$ cat src/rtl/seven_seg_scan_ctrl.sv
// Multiplexed hex display scanner: one shared seven-segment decoder,
// tear-free frame-boundary updates, dead time and leading-zero blanking.
module seven_seg_scan_ctrl #(
  parameter int NUM_DIGITS = 8,
  parameter int TICK_DIV   = 50000,
  parameter int DEAD_CYC   = 2
) (
  input  logic                    clk,
  input  logic                    rst,
  input  logic [4*NUM_DIGITS-1:0] value_in,
  input  logic                    load,
  input  logic                    blank_lz,
  input  logic                    enable,
  output logic [6:0]              seg_n,
  output logic [NUM_DIGITS-1:0]   dig_n,
  output logic                    frame_done,
  output logic                    pending
);

  localparam int CW = $clog2(TICK_DIV);
  localparam int IW = (NUM_DIGITS > 1) ? $clog2(NUM_DIGITS) : 1;
  localparam int DW = 4 * NUM_DIGITS;

  logic [CW-1:0]         cnt;
  logic [IW-1:0]         idx;
  logic [DW-1:0]         shadow;
  logic [DW-1:0]         disp;
  logic                  wrap_q;
  logic                  tick;
  logic                  wrap;
  logic [3:0]            nib;
  logic [NUM_DIGITS-1:0] upper_zero;
  logic [6:0]            seg_d;
  logic [NUM_DIGITS-1:0] dig_d;

  function automatic logic [6:0] hex7(input logic [3:0] n);
    logic [6:0] s;
    unique case (n)
      4'h0: s = 7'h40;
      4'h1: s = 7'h79;
      4'h2: s = 7'h24;
      4'h3: s = 7'h30;
      4'h4: s = 7'h19;
      4'h5: s = 7'h12;
      4'h6: s = 7'h02;
      4'h7: s = 7'h78;
      4'h8: s = 7'h00;
      4'h9: s = 7'h10;
      4'hA: s = 7'h08;
      4'hB: s = 7'h03;
      4'hC: s = 7'h46;
      4'hD: s = 7'h21;
      4'hE: s = 7'h06;
      4'hF: s = 7'h0E;
    endcase
    return s;
  endfunction

  assign tick = enable && (cnt == CW'(TICK_DIV - 1));
  assign wrap = tick && (idx == IW'(NUM_DIGITS - 1));

  always_ff @(posedge clk or posedge rst) begin
    if (rst) begin
      cnt    <= '0;
      idx    <= '0;
      wrap_q <= 1'b0;
    end else if (!enable) begin
      cnt    <= '0;
      idx    <= '0;
      wrap_q <= 1'b0;
    end else begin
      cnt    <= tick ? '0 : cnt + 1'b1;
      wrap_q <= wrap;
      if (tick)
        idx <= wrap ? '0 : idx + 1'b1;
    end
  end

  // A load landing on the wrap edge bypasses the shadow straight to disp.
  always_ff @(posedge clk or posedge rst) begin
    if (rst) begin
      shadow  <= '0;
      disp    <= '0;
      pending <= 1'b0;
    end else if (wrap && load) begin
      shadow  <= value_in;
      disp    <= value_in;
      pending <= 1'b0;
    end else if (wrap && pending) begin
      disp    <= shadow;
      pending <= 1'b0;
    end else if (load) begin
      shadow  <= value_in;
      pending <= 1'b1;
    end
  end

  always_comb begin
    upper_zero = '0;
    upper_zero[NUM_DIGITS-1] = (disp[DW-1 -: 4] == 4'h0);
    for (int p = NUM_DIGITS - 2; p >= 0; p--)
      upper_zero[p] = upper_zero[p+1] && (disp[4*p +: 4] == 4'h0);
  end

  assign nib = disp[4*idx +: 4];

  always_comb begin
    seg_d = 7'h7F;
    dig_d = '1;
    if (enable && (cnt >= CW'(DEAD_CYC))) begin
      dig_d[idx] = 1'b0;
      if (!(blank_lz && (idx != '0) && upper_zero[idx]))
        seg_d = hex7(nib);
    end
  end

  always_ff @(posedge clk or posedge rst) begin
    if (rst) begin
      seg_n      <= 7'h7F;
      dig_n      <= '1;
      frame_done <= 1'b0;
    end else begin
      seg_n      <= seg_d;
      dig_n      <= dig_d;
      frame_done <= enable && wrap_q;
    end
  end

endmodule

$ cat config.mk
export PLATFORM = sky130hd
export DESIGN_NAME = seven_seg_scan_ctrl
export DESIGN_NICKNAME = d
export VERILOG_FILES = /design/src/rtl/seven_seg_scan_ctrl.sv
export SDC_FILE = /design/constraint.sdc
export NUM_CORES = 1
export LEC_CHECK = 0
export CAP_MARGIN = 25
export CORE_MARGIN = 3
export CORE_UTILIZATION = 30
export DETAILED_ROUTE_END_ITERATION = 10
export PLACE_DENSITY = 0.59
export SLEW_MARGIN = 20
export SYNTH_ARGS = -nofsm -noshare
export SYNTH_HDL_FRONTEND = slang
export SYNTH_SLANG_ARGS = --single-unit
export TNS_END_PERCENT = 100
$ cat constraint.sdc
create_clock -name clk -period 3.3 [get_ports clk]
set_clock_uncertainty 0.2 [all_clocks]
set_input_delay 0.495 -clock clk [delete_from_list [all_inputs] [get_ports clk]]
set_output_delay 0.495 -clock clk [all_outputs]
set_load 0.01 [all_outputs]
* After elaboration in Yosys (flattened, before gate mapping) *
Memory sizes are Yosys's and may differ from the RTL's.
Cells that the tools add are included.

cells by class
  add/subtract/negate cells = 2
  order comparisons = 3
  equal/unequal tests = 4
  shifts and indexed selects = 1
  muxes and demuxes = 21
  bitwise gates (word level) = 1
  reduce and logical (&&, ||, !) cells = 29

operators by type and width
  operator                 count
  $mux W32                 5
  $logic_not A4 Y1         8
  $mux W16                 2
  $shiftx A32 B6 Y4        1
  $add A16 B1 Y16 const B  1
  $eq A16 B16 Y1 const B   1
  $ge A16 B2 Y1 const B    1
  $logic_and A1 B1 Y1      16
  $mux W7                  2
  $mux W3                  3
  $mux W8                  1
  $not A8 Y8               1
  $mux W1                  6
  $reduce_bool A3 Y1       2
  $lt A3 B4 Y1 const B     1
  $reduce_bool A2 Y1       2
  $add A3 B1 Y3 const B    1
  $bmux W1 S3              1
  $demux W1 S3             1
  $eq A3 B3 Y1 const B     1
  $ge A3 B1 Y1 const B     1
  $ne A2 B1 Y1 const B     1
  $ne A2 B2 Y1 const B     1
  $reduce_and A2 Y1        1

word-level totals
  register bits = 101
  memory bits (read-only) = 112
  output and inout port bits = 17
  logic and storage cells = 71
  memories kept = 1

memory list
  memory            depth  bits a word  rd ports  clocked after memory_dff  wr ports  RTL line  source
  (name not given)  16     7            1         0                         0         38        unique case (n)

* Depth between registers and ports, before layout *
Gate-level depths: netlist of run 1.

  depth in word-level cells = 13
  mapped depth = 10
  mapped depth without buffers = 8

* Worst setup path before layout of run 1 *
Ideal clock, no wire load.

  path kind = register to register
  start point = reg idx[1]
  end point = reg seg_n[3]
  arrival time = 2,302 ps
  required time = 2,999 ps
  slack = 696 ps
  stages on the path, launching flop included = 10
  buffers on the path = 2
  clock period less this slack = 2,604 ps
  cells stage by stage = dfrtp_1 > buf_2 > buf_2 > mux4_2 > mux2i_1 > inv_1 > ha_1 > mux2_2 > nor2_1 > o21ai_0

on the way
  word-level cells in the longest chain between the ends = 5
  elaborated cells on any way between the ends = 9
  those cells by class = 1 x shift; 4 x mux; 3 x reduce/logical; 1 x memory

ends and longest elaborated chain
  what                                                                    RTL line  source
  from (decl)                                                             25        logic [IW-1:0] idx;
  from (signal assigned)                                                  75        idx <= wrap ? '0 : idx + 1'b1;
  parallel branches: the longest is 3 deep, another holds $mem_v2 Z16 W7  n/a
  $mux W7 (*)                                                             112       if (!(blank_lz && (idx != '0) && upper_zero[idx]))
  $mux W7 (*)                                                             110       if (enable && (cnt >= CW'(DEAD_CYC))) begin
  net seg_d[3]                                                            33        logic [6:0] seg_d;
  to (signal assigned)                                                    123       seg_n <= seg_d;
  to (decl)                                                               14        output logic [6:0] seg_n,

Mark *: on every way through the listed nets, which the timed path passes. The select of a mux whose other input is x is not followed.
A chain may end at the register's enable or synchronous reset.

* Final worst setup path of run 1 *
  start point = reg idx[2]
  end point = reg seg_n[4]

Same word-level chain as after synthesis.

==> results of run 1 <==
[state kept, by name (all words and copies together) (netlist names)]
register    cells
disp           32
shadow         32
cnt            16
dig_n           8
seg_n           7
idx             3
frame_done      1
pending         1
wrap_q          1
[cell usage after synthesis, types with 9 or more instances]
library cell,instances
o22ai_1,14
a21oi_1,14
dfstp_2,15
ha_1,11
mux2_4,20
mux2_2,40
nand2_1,11
nor2_1,25
inv_1,11
dfrtp_1,86
nand3_1,15
nor4_1,9
[power by group through the flow]
stage / combinational, mW / sequential, mW / clock (mW)
after global routing: 0.214 / 1.32 / 1.10
final: 0.192 / 1.31 / 1.01
after detailed placement: 0.199 / 1.34 / 0
after CTS: 0.200 / 1.31 / 1.05
after floorplan: 0.102 / 1.34 / 0
after global placement: 0.195 / 1.34 / 0
[cell type report]
| type | instances | share of cell area (%) |
|---|---|---|
| Inverter | 13 | 0.905 |
| Tap cell | 211 | 4.55 |
| Sequential cell | 101 | 43.9 |
| Clock inverter | 7 | 0.991 |
| Clock buffer | 9 | 3.88 |
| Multi-Input combinational cell | 246 | 35.8 |
| Timing Repair Buffer | 60 | 10.0 |
[cells in the final DEF (no fill, tap or decap), types with 4 or more instances in the layout]
cell / synthesis / routed
dfrtp_1: 86 / 85
clkdlybuf4s50_1: 0 / 53
mux2_2: 40 / 40
nor2_1: 25 / 25
mux2_4: 20 / 20
nand3_1: 15 / 15
dfstp_2: 15 / 15
a21oi_1: 14 / 14
o22ai_1: 14 / 14
nand2_1: 11 / 11
ha_1: 11 / 11
inv_1: 11 / 10
nor4_1: 9 / 9
clkbuf_16: 0 / 9
mux4_2: 8 / 8
or3_1: 8 / 8
nor3_1: 7 / 7
xnor2_1: 7 / 7
xor2_1: 7 / 7
buf_4: 0 / 7
mux2i_1: 5 / 5
or2_2: 4 / 4
o21ai_0: 4 / 4
and2_1: 4 / 4
o211ai_1: 4 / 4
clkinvlp_4: 0 / 4
[per-layer routing]
layer | vias to the layer above | share of wire, %
li1 | 1483 | -
met1 | 1540 | 46
met2 | 83 | 46
met3 | 20 | 4.9
met4 | 0 | 2.7
met5 | - | 0
[worst max-delay path: stages (launching register included)]
cell and delay [ns]:
dfrtp_1 0.77, mux4_2 0.40, mux2i_1 0.40, inv_1 0.17, ha_1 0.27, inv_1 0.07, nor2_1 0.05, o21ai_0 0.23
o211ai_1 0.14
[cell families (layout without fill, tap and decap cells)]
family / count (synthesis) / count (layout)
simple gates: 102 / 102
fa+ha+maj: 11 / 11
compound gates: 46 / 46
xor+xnor: 14 / 14
buf+inv: 31 / 89
flops: 101 / 101
mux: 73 / 73
[worst max-delay path by stage]
| stage | endpoint | slack, ns | cells after the start |
|---|---|---|---|
| global placement | seg_n[3] | 0.51 | 7 |
| detailed placement | seg_n[4] | 0.39 | 8 |
| global route | seg_n[4] | 0.13 | 8 |
| finish | seg_n[4] | 0.48 | 8 |
| CTS | seg_n[4] | 0.31 | 8 |
| floorplan | seg_n[3] | 0.70 | 9 |
[metrics by stage]
stage	power (mW)	worst slack, ns
4_1_cts	2.56	0.307
3_3_place_gp	1.53	0.507
6_report	2.52	0.483
5_1_grt	2.63	0.134
3_5_place_dp	1.54	0.386
2_1_floorplan	1.44	0.696
==> out/metrics.yaml, run 1 <==
run_status: "finished, final reports clean"
drc: 0
path_max_fanout: 20
p_sw_uw: 601
use_met3_pct: 3.31
clock_latency_ns: 0.36
max_cap_viol_count: 0
worstHoldEndpoint: "frame_done"
grt_overflow: 0
busiest_layer: "met2"
post_cts_buffers: 0
critPathCaptureType: "flip-flop"
n_antenna_cell: 0
met1_usage_pct: 16.0
cts_tree: "built"
multiInputGateArea_mm2: 0.00208
core_area_mm2: 0.0155
chipHeight_um: 133
clkTransAtPathRegs_ns: 0.07
intPower_mw: 1.92
finalSetupViolations: 0
synth-seq-cells: 101
syn_area_mm2: 0.00483
ys.flop_type: "dfrtp_1"
switching_share_pct: 23.8
fill_cells: 1484
timing.reg2reg.setup_slack_ns: 0.48
numCtsBuffers: 9
async_flop_share_pct: 100
dpl_cell_area_mm2: 0.00552
grt_max_degree: 59
dp_hpwl_mm: 7.25
postCtsHoldBufs: 0
synth_edf_count: 0
rsz0062_at_grt: "no"
gp_congestion: 0.863
worst_ir_drop_vdd_uv: 246
power.density_mw_per_mm2: 434
grt_pass1_vias: 3250
crit_start: "idx[2]"
area_growth_syn_to_layout_pct: 20.2
cts-resized-gates: 0
rows: 45
p_leak_nw: 2.53
cp-start-kind: "flip-flop"
synth_top_area_share_pct: 44.5
ys_types: 47
cts_sinks: 101
final_area_mm2: 0.00581
die_w_um: 133
synthesis.nets: 426
slew_viol_final: 0
port_buffers: 53
fmax_mhz: 355
synth_xor_area_share_pct: 2.54
seq_area_frac_synth_pct: 52.7
critPathArrivalTime_ns: 2.87
post-route-min-period_ns: 2.82
antenna_found_initial: 0
power_frac_comb_pct: 7.6
fin_util_pct: 37.5
grt_usage_pct: 12.2
io_pins: 54
clkPwrFrac_pct: 40.3
nets: 479
use_met2_pct: 18.6
vias_per_cell: 4.83
synth_compound_area_share_pct: 6.11
slew_headroom_pct: 51.6
synth.largest_area_cell: "dfrtp_1"
reg2reg_depth: 8
hold_viol_final: 0
start_util_pct: 31.2
sequentialPowerShare_pct: 52.1
setup_tns_ns: 0
ff_latch_area_mm2: 0.00255
holdCritPathClass: "reg -> reg"
synthAdderAreaFrac_pct: 2.85
htreeDepth: 3
drt_iter0_drc: 185
reg2reg_from: "idx[2]"
synth_area_leaders: "dfrtp_1 45%, mux2_2 9.3%, dfstp_2 8.2%"
drive_gt1_share_pct: 27.1
r2r-end: "seg_n[4]"
postSynthAreaPerCell_um2: 12.8
avgRoutedWirePerCell_um: 15.4
dp.cells: 631
ant_nets: 0
worst_slew_pin_slew_ns: 0.726
dieArea_mm2: 0.0177
synth-simple-area-share_pct: 11.2
synth_top_family_by_area: "multiplexers"
synth_mux_area_share_pct: 20.3
ctsLongestPathBuffers: 2
yosysWarnings: 0
hold_slack_ns: 0.284
path_class: "reg -> reg"
crit_required_ns: 3.35
synthCells: 378
drt-pass1-iter-count: 4
fin_crit_sh_pct: 85.4
grt_first_pass_wirelength_mm: 17.1
worstHoldPathCells: 1
drt-total-wl_mm: 9.97
num_vias: 3126
final_cells: 647
min_from: "wrap_q"
cts_root_buf: "clkbuf_16"
Power figures use the tool's default switching activity.
==> run 2, diff against run 1 <==
- CELL_PAD_IN_SITES_DETAIL_PLACEMENT: not set -> 1
- CELL_PAD_IN_SITES_GLOBAL_PLACEMENT: not set -> 2
- PLACE_DENSITY: 0.59 -> 0.76
- RECOVER_POWER: not set -> 25
- SKIP_CTS_REPAIR_TIMING: not set -> 1
==> run 2 against run 1 <==
Cell area increased by 0.88%. Non-clock buffer count unchanged. Power increased by 7.8%. Die area unchanged. Setup slack got worse by 0.13 ns. Critical path depth down 1. Core utilization up 0.33 points. Global-route usage grew 1.1 points.
==> out/metrics.yaml, run 2 (synthesis results as in run 1) <==
fmax_mhz: 339  # was 355 MHz
critPathCaptureType: "flip-flop"  # unchanged
ctsLongestPathBuffers: 2  # unchanged
worstHoldPathCells: 1  # unchanged
slew_viol_final: 0  # unchanged
crit_required_ns: 3.34  # was 3.35 ns
avgRoutedWirePerCell_um: 17.3  # was 15.4 um
timing.reg2reg.setup_slack_ns: 0.35  # was 0.48 ns
dp_hpwl_mm: 8.24  # was 7.25 mm
worstHoldEndpoint: "frame_done"  # unchanged
largestRegisters: "disp x32, shadow x32, cnt x16"  # unchanged
run_status: "finished, final reports clean"  # unchanged
reg2reg_depth: 7  # was 8
hold_viol_final: 0  # unchanged
power.density_mw_per_mm2: 464  # was 434 mW/mm^2
io_pins: 54  # unchanged
antenna_found_initial: 0  # unchanged
multiInputGateArea_mm2: 0.00208  # unchanged
rsz0062_at_grt: "no"  # unchanged
critPathArrivalTime_ns: 2.99  # was 2.87 ns
power_mw: 2.72  # was 2.52 mW
setup_tns_ns: 0  # unchanged
post-route-min-period_ns: 2.95  # was 2.82 ns
die_w_um: 133  # unchanged
vias_per_cell: 4.90  # was 4.83
numCtsBuffers: 9  # unchanged
max_cap_viol_count: 0  # unchanged
start_util_pct: 31.2  # unchanged
crit_family: "multiplexers"  # unchanged
port_buffers: 53  # unchanged
cp-start-kind: "flip-flop"  # unchanged
holdCritPathClass: "reg -> reg"  # unchanged
dieArea_mm2: 0.0177  # unchanged
cts_sinks: 101  # unchanged
area_growth_syn_to_layout_pct: 21.2  # was 20.2%
worst_slew_pin_slew_ns: 1.45  # was 0.726 ns
htreeDepth: 3  # unchanged
final_area_mm2: 0.00586  # was 0.00581 mm^2
n_antenna_cell: 0  # unchanged
drive_gt1_share_pct: 26.6  # was 27.1%
nets: 479  # unchanged
gp_congestion: 0.864  # was 0.863
worst_ir_drop_vdd_uv: 258  # was 246 uV
final_cells: 647  # unchanged
dpl_cell_area_mm2: 0.00554  # was 0.00552 mm^2
clkTransAtPathRegs_ns: 0.07  # about the same
crit_chain: "mux4_2, mux2i_1, inv_1, ha_1, mux2_2, nor2_1, o21ai_0"  # was mux4_2, mux2i_1, inv_1, ha_1, inv_1, nor2_1, o21ai_0, o211ai_1
num_vias: 3171  # was 3126
final_cell_mix: "86 x dfrtp_1, 51 x clkdlybuf4s50_1, 40 x mux2_2"  # was 85 x dfrtp_1, 53 x clkdlybuf4s50_1, 40 x mux2_2
critPathSlowestCell: "dfrtp_1"  # unchanged
drt-pass1-iter-count: 4  # unchanged
r2r-end: "seg_n[3]"  # was seg_n[4]
reg2reg_from: "idx[1]"  # was idx[2]
grt_pass1_vias: 3493  # was 3250
drt-total-wl_mm: 11.2  # was 9.97 mm
p_leak_nw: 2.57  # was 2.53 nW
fin_crit_sh_pct: 89.3  # was 85.4%
cts_root_buf: "clkbuf_16"  # unchanged
cts_tree: "built"  # unchanged
fill_cells: 1651  # was 1484
final_common_cell: "dfrtp_1"  # unchanged
grt_max_degree: 44  # was 59
fin_util_pct: 37.8  # was 37.5%
drt_iter0_drc: 137  # was 185
rows: 45  # unchanged
grt_usage_pct: 13.3  # was 12.2%
finalSetupViolations: 0  # unchanged
cpPeakStageDelay_ns: 0.77  # about the same
grt_overflow: 0  # unchanged
dp.cells: 631  # unchanged
drc: 0  # unchanged
path_class: "reg -> reg"  # unchanged
core_area_mm2: 0.0155  # unchanged
slew_headroom_pct: 3.03  # was 51.6%
ff_latch_area_mm2: 0.00255  # about the same
min_from: "wrap_q"  # unchanged
ant_nets: 0  # unchanged
clock_latency_ns: 0.35  # was 0.36 ns
worst-path-buf-inv: 1  # was 2
path_max_fanout: 16  # was 20
chipHeight_um: 133  # unchanged
grt_first_pass_wirelength_mm: 18.7  # was 17.1 mm
[run 2: per-layer routing]
metal / global-route usage, % / share of wire, %
met5: 0 / 0
met4: 4.39 / 1.7
met3: 3.73 / 3.9
met2: 21.0 / 47
met1: 17.6 / 48
[run 2: layout make-up]
type	count	share of cell area [%]
Clock inverter	6	1.90
Sequential cell	101	43.5
Clock buffer	10	3.91
Multi-Input combinational cell	246	35.5
Inverter	13	0.854
Tap cell	211	4.51
Timing Repair Buffer	60	9.91
[run 2: worst max path at each step]
stage / cells past startpoint / endpoint / slack (ns) / startpoint
floorplan: 9 / seg_n[3] / 0.70 / idx[1]
CTS: 8 / seg_n[4] / 0.30 / idx[1]
global placement: 7 / seg_n[3] / 0.48 / idx[1]
global route: 8 / seg_n[4] / 0.02 / idx[1]
finish: 7 / seg_n[3] / 0.35 / idx[1]
detailed placement: 8 / seg_n[4] / 0.31 / idx[1]
[run 2: worst register-to-register path, cell delays in order (launching register included)]
cell	delay (ns)
dfrtp_1	0.77
mux4_2	0.58
mux2i_1	0.42
inv_1	0.17
ha_1	0.26
mux2_2	0.27
nor2_1	0.08
o21ai_0	0.10
[run 2: power by group]
group          switching (mW)  internal [mW]
sequential             0.0183           1.30
clock                   0.466          0.741
combinational          0.0920          0.103
[run 2: per-stage QoR]
stage,setup WS [ns],hold slack (ns)
after detailed placement,0.311,0.246
after CTS,0.304,0.283
after global placement,0.480,0.251
after global routing,0.0209,0.304
after floorplan,0.696,0.234
final,0.353,0.273
==> run 3, diff against run 2 <==
- CORE_MARGIN: 3 -> 2
==> run 3 against run 2 <==
Hold slack got worse by 0.00090 ns. Power shrank 0.66%. Core utilization down 0.64 points. Clock-buffer cell count is 1 higher. Setup slack improved by 0.17 ns. Largest cell class unchanged. Register-to-register slack gained 0.17 ns. Sequential cell count did not move. Sequential power about the same. Cell count up 1.2%.
==> out/metrics.yaml, run 3 (synthesis results as in run 1) <==
r2r-end: "seg_n[5]"  # was seg_n[3]
worstHoldEndpoint: "frame_done"  # unchanged
worstHoldPathCells: 1  # unchanged
htreeDepth: 3  # unchanged
clkTransAtPathRegs_ns: 0.07  # about the same
area_growth_syn_to_layout_pct: 21.8  # was 21.2%
cts_root_buf: "clkbuf_16"  # unchanged
slew_viol_final: 0  # unchanged
chipHeight_um: 131  # was 133 um
highest_layer: "met4"  # unchanged
slew_headroom_pct: 21.0  # was 3.03%
cts_tree: "built"  # unchanged
rsz0062_at_grt: "no"  # unchanged
core_area_mm2: 0.0158  # was 0.0155 mm^2
drt-pass1-iter-count: 4  # unchanged
drt-total-wl_mm: 11.1  # was 11.2 mm
die_w_um: 131  # was 133 um
holdCritPathClass: "reg -> reg"  # unchanged
grt_overflow: 0  # unchanged
dp_hpwl_mm: 8.16  # was 8.24 mm
antenna_found_initial: 0  # unchanged
nets: 482  # was 479
numCtsBuffers: 9  # unchanged
ant_nets: 0  # unchanged
worst_slew_pin_slew_ns: 1.19  # was 1.45 ns
dieArea_mm2: 0.0171  # was 0.0177 mm^2
worst_ir_drop_vdd_uv: 237  # was 258 uV
start_util_pct: 30.5  # was 31.2%
cpPeakStageDelay_ns: 0.76  # was 0.77 ns
path_class: "reg -> reg"  # unchanged
drc: 0  # unchanged
rows: 46  # was 45
port_buffers: 53  # unchanged
wl_met3_um: 499  # was 433 um
grt_usage_pct: 14.2  # was 13.3%
final_cell_mix: "86 x dfrtp_1, 51 x clkdlybuf4s50_1, 40 x mux2_2"  # unchanged
ctsLongestPathBuffers: 2  # unchanged
p_leak_nw: 2.58  # was 2.57 nW
fin_crit_sh_pct: 84.1  # was 89.3%
reg2reg_depth: 8  # was 7
crit_required_ns: 3.36  # was 3.34 ns
cts_sinks: 101  # unchanged
cp-start-kind: "flip-flop"  # unchanged
drive_gt1_share_pct: 27.1  # was 26.6%
final_common_cell: "dfrtp_1"  # unchanged
power.density_mw_per_mm2: 458  # was 464 mW/mm^2
avgRoutedWirePerCell_um: 17.0  # was 17.3 um
reg2reg_from: "idx[1]"  # unchanged
setup_tns_ns: 0  # unchanged
grt_pass1_vias: 3495  # was 3493
run_status: "finished, final reports clean"  # unchanged
critPathArrivalTime_ns: 2.84  # was 2.99 ns
path_max_fanout: 16  # unchanged
fmax_mhz: 360  # was 339 MHz
max_cap_viol_count: 0  # unchanged
min_from: "wrap_q"  # unchanged
clock_latency_ns: 0.35  # about the same
finalSetupViolations: 0  # unchanged
hold_slack_ns: 0.272  # was 0.273 ns
vias_per_cell: 4.87  # was 4.90
crit_chain: "mux4_2, mux2_2, inv_1, ha_1, inv_1, nor2_1, a21oi_1, o221ai_1"  # was mux4_2, mux2i_1, inv_1, ha_1, mux2_2, nor2_1, o21ai_0
worst-path-buf-inv: 2  # was 1
timing.reg2reg.setup_slack_ns: 0.52  # was 0.35 ns
critPathCaptureType: "flip-flop"  # unchanged
drt_iter0_drc: 119  # was 137
num_vias: 3188  # was 3171
n_antenna_cell: 0  # unchanged
grt_first_pass_wirelength_mm: 18.6  # was 18.7 mm
crit_family: "multiplexers"  # unchanged
io_pins: 54  # unchanged
critPathSlowestCell: "dfrtp_1"  # unchanged
hold_viol_final: 0  # unchanged
crit_top_cell: "inv_1"
largestRegisters: "disp x32, shadow x32, cnt x16"  # unchanged
post-route-min-period_ns: 2.78  # was 2.95 ns
wl_met1_mm: 4.96  # was 5.35 mm
gp_congestion: 0.850  # was 0.864
grt_max_degree: 50  # was 44
dr_wl_met2_mm: 5.43  # was 5.25 mm
-- run 3: cell types whose count changed in the layout (fill, tap and decap cells not counted) --
cell,change
clkinv_4,-1
clkbuf_16,+1
clkbuf_8,+1
buf_4,+2
bufinv_16,-1
clkinvlp_4,+1
-- run 3: worst max-delay path by stage --
stage / start / endpoint / slack [ns] / cells after the start
final: idx[1] / seg_n[5] / 0.52 / 8
after detailed placement: idx[1] / seg_n[5] / 0.55 / 8
after global routing: idx[1] / seg_n[5] / 0.31 / 8
after floorplan: idx[1] / seg_n[3] / 0.70 / 9
after CTS: idx[1] / seg_n[5] / 0.52 / 8
after global placement: idx[1] / seg_n[3] / 0.67 / 8
-- run 3: power by group --
group | leakage (nW) | switching (mW) | internal, mW
sequential | 1.28 | 0.0174 | 1.30
combinational | 1.14 | 0.0921 | 0.104
clock | 0.163 | 0.459 | 0.730
-- run 3: layout make-up --
cell class / count / area [um^2]
fill: 1677 / 9940
clock inverter: 5 / 80.1
timing repair buffer: 63 / 599
inverter: 13 / 50.0
multi-input combinational: 246 / 2080
clock buffer: 11 / 264
tap: 216 / 270
sequential: 101 / 2550
-- run 3: stage by stage --
stage          utilization, %  instances  instance area (um^2)  setup WS (ns)  power, mW
2_1_floorplan               -        378                  4840          0.696       1.44
3_3_place_gp             35.2        639                  5560          0.672       1.53
3_5_place_dp             35.2        639                  5560          0.546       1.54
4_1_cts                  37.3        655                  5910          0.517       2.74
5_1_grt                  37.2        655                  5890          0.312       2.81
6_report                 37.2        655                  5890          0.523       2.70
-- run 3: routing by layer --
| metal | GRT usage [%] | up-vias |
|---|---|---|
| met1 | 18.2 | 1635 |
| li1 | - | 1475 |
| met3 | 3.26 | 18 |
| met5 | 0 | - |
| met2 | 23.3 | 60 |
| met4 | 5.76 | 0 |
-- run 3: worst reg2reg max path: cells and delay by family (launching register included) --
family / cells / cell delay (ns)
flops: 1 / 0.76
simple gates: 1 / 0.16
fa+ha+maj: 1 / 0.22
buf+inv: 2 / 0.19
mux: 2 / 0.92
compound gates: 2 / 0.24
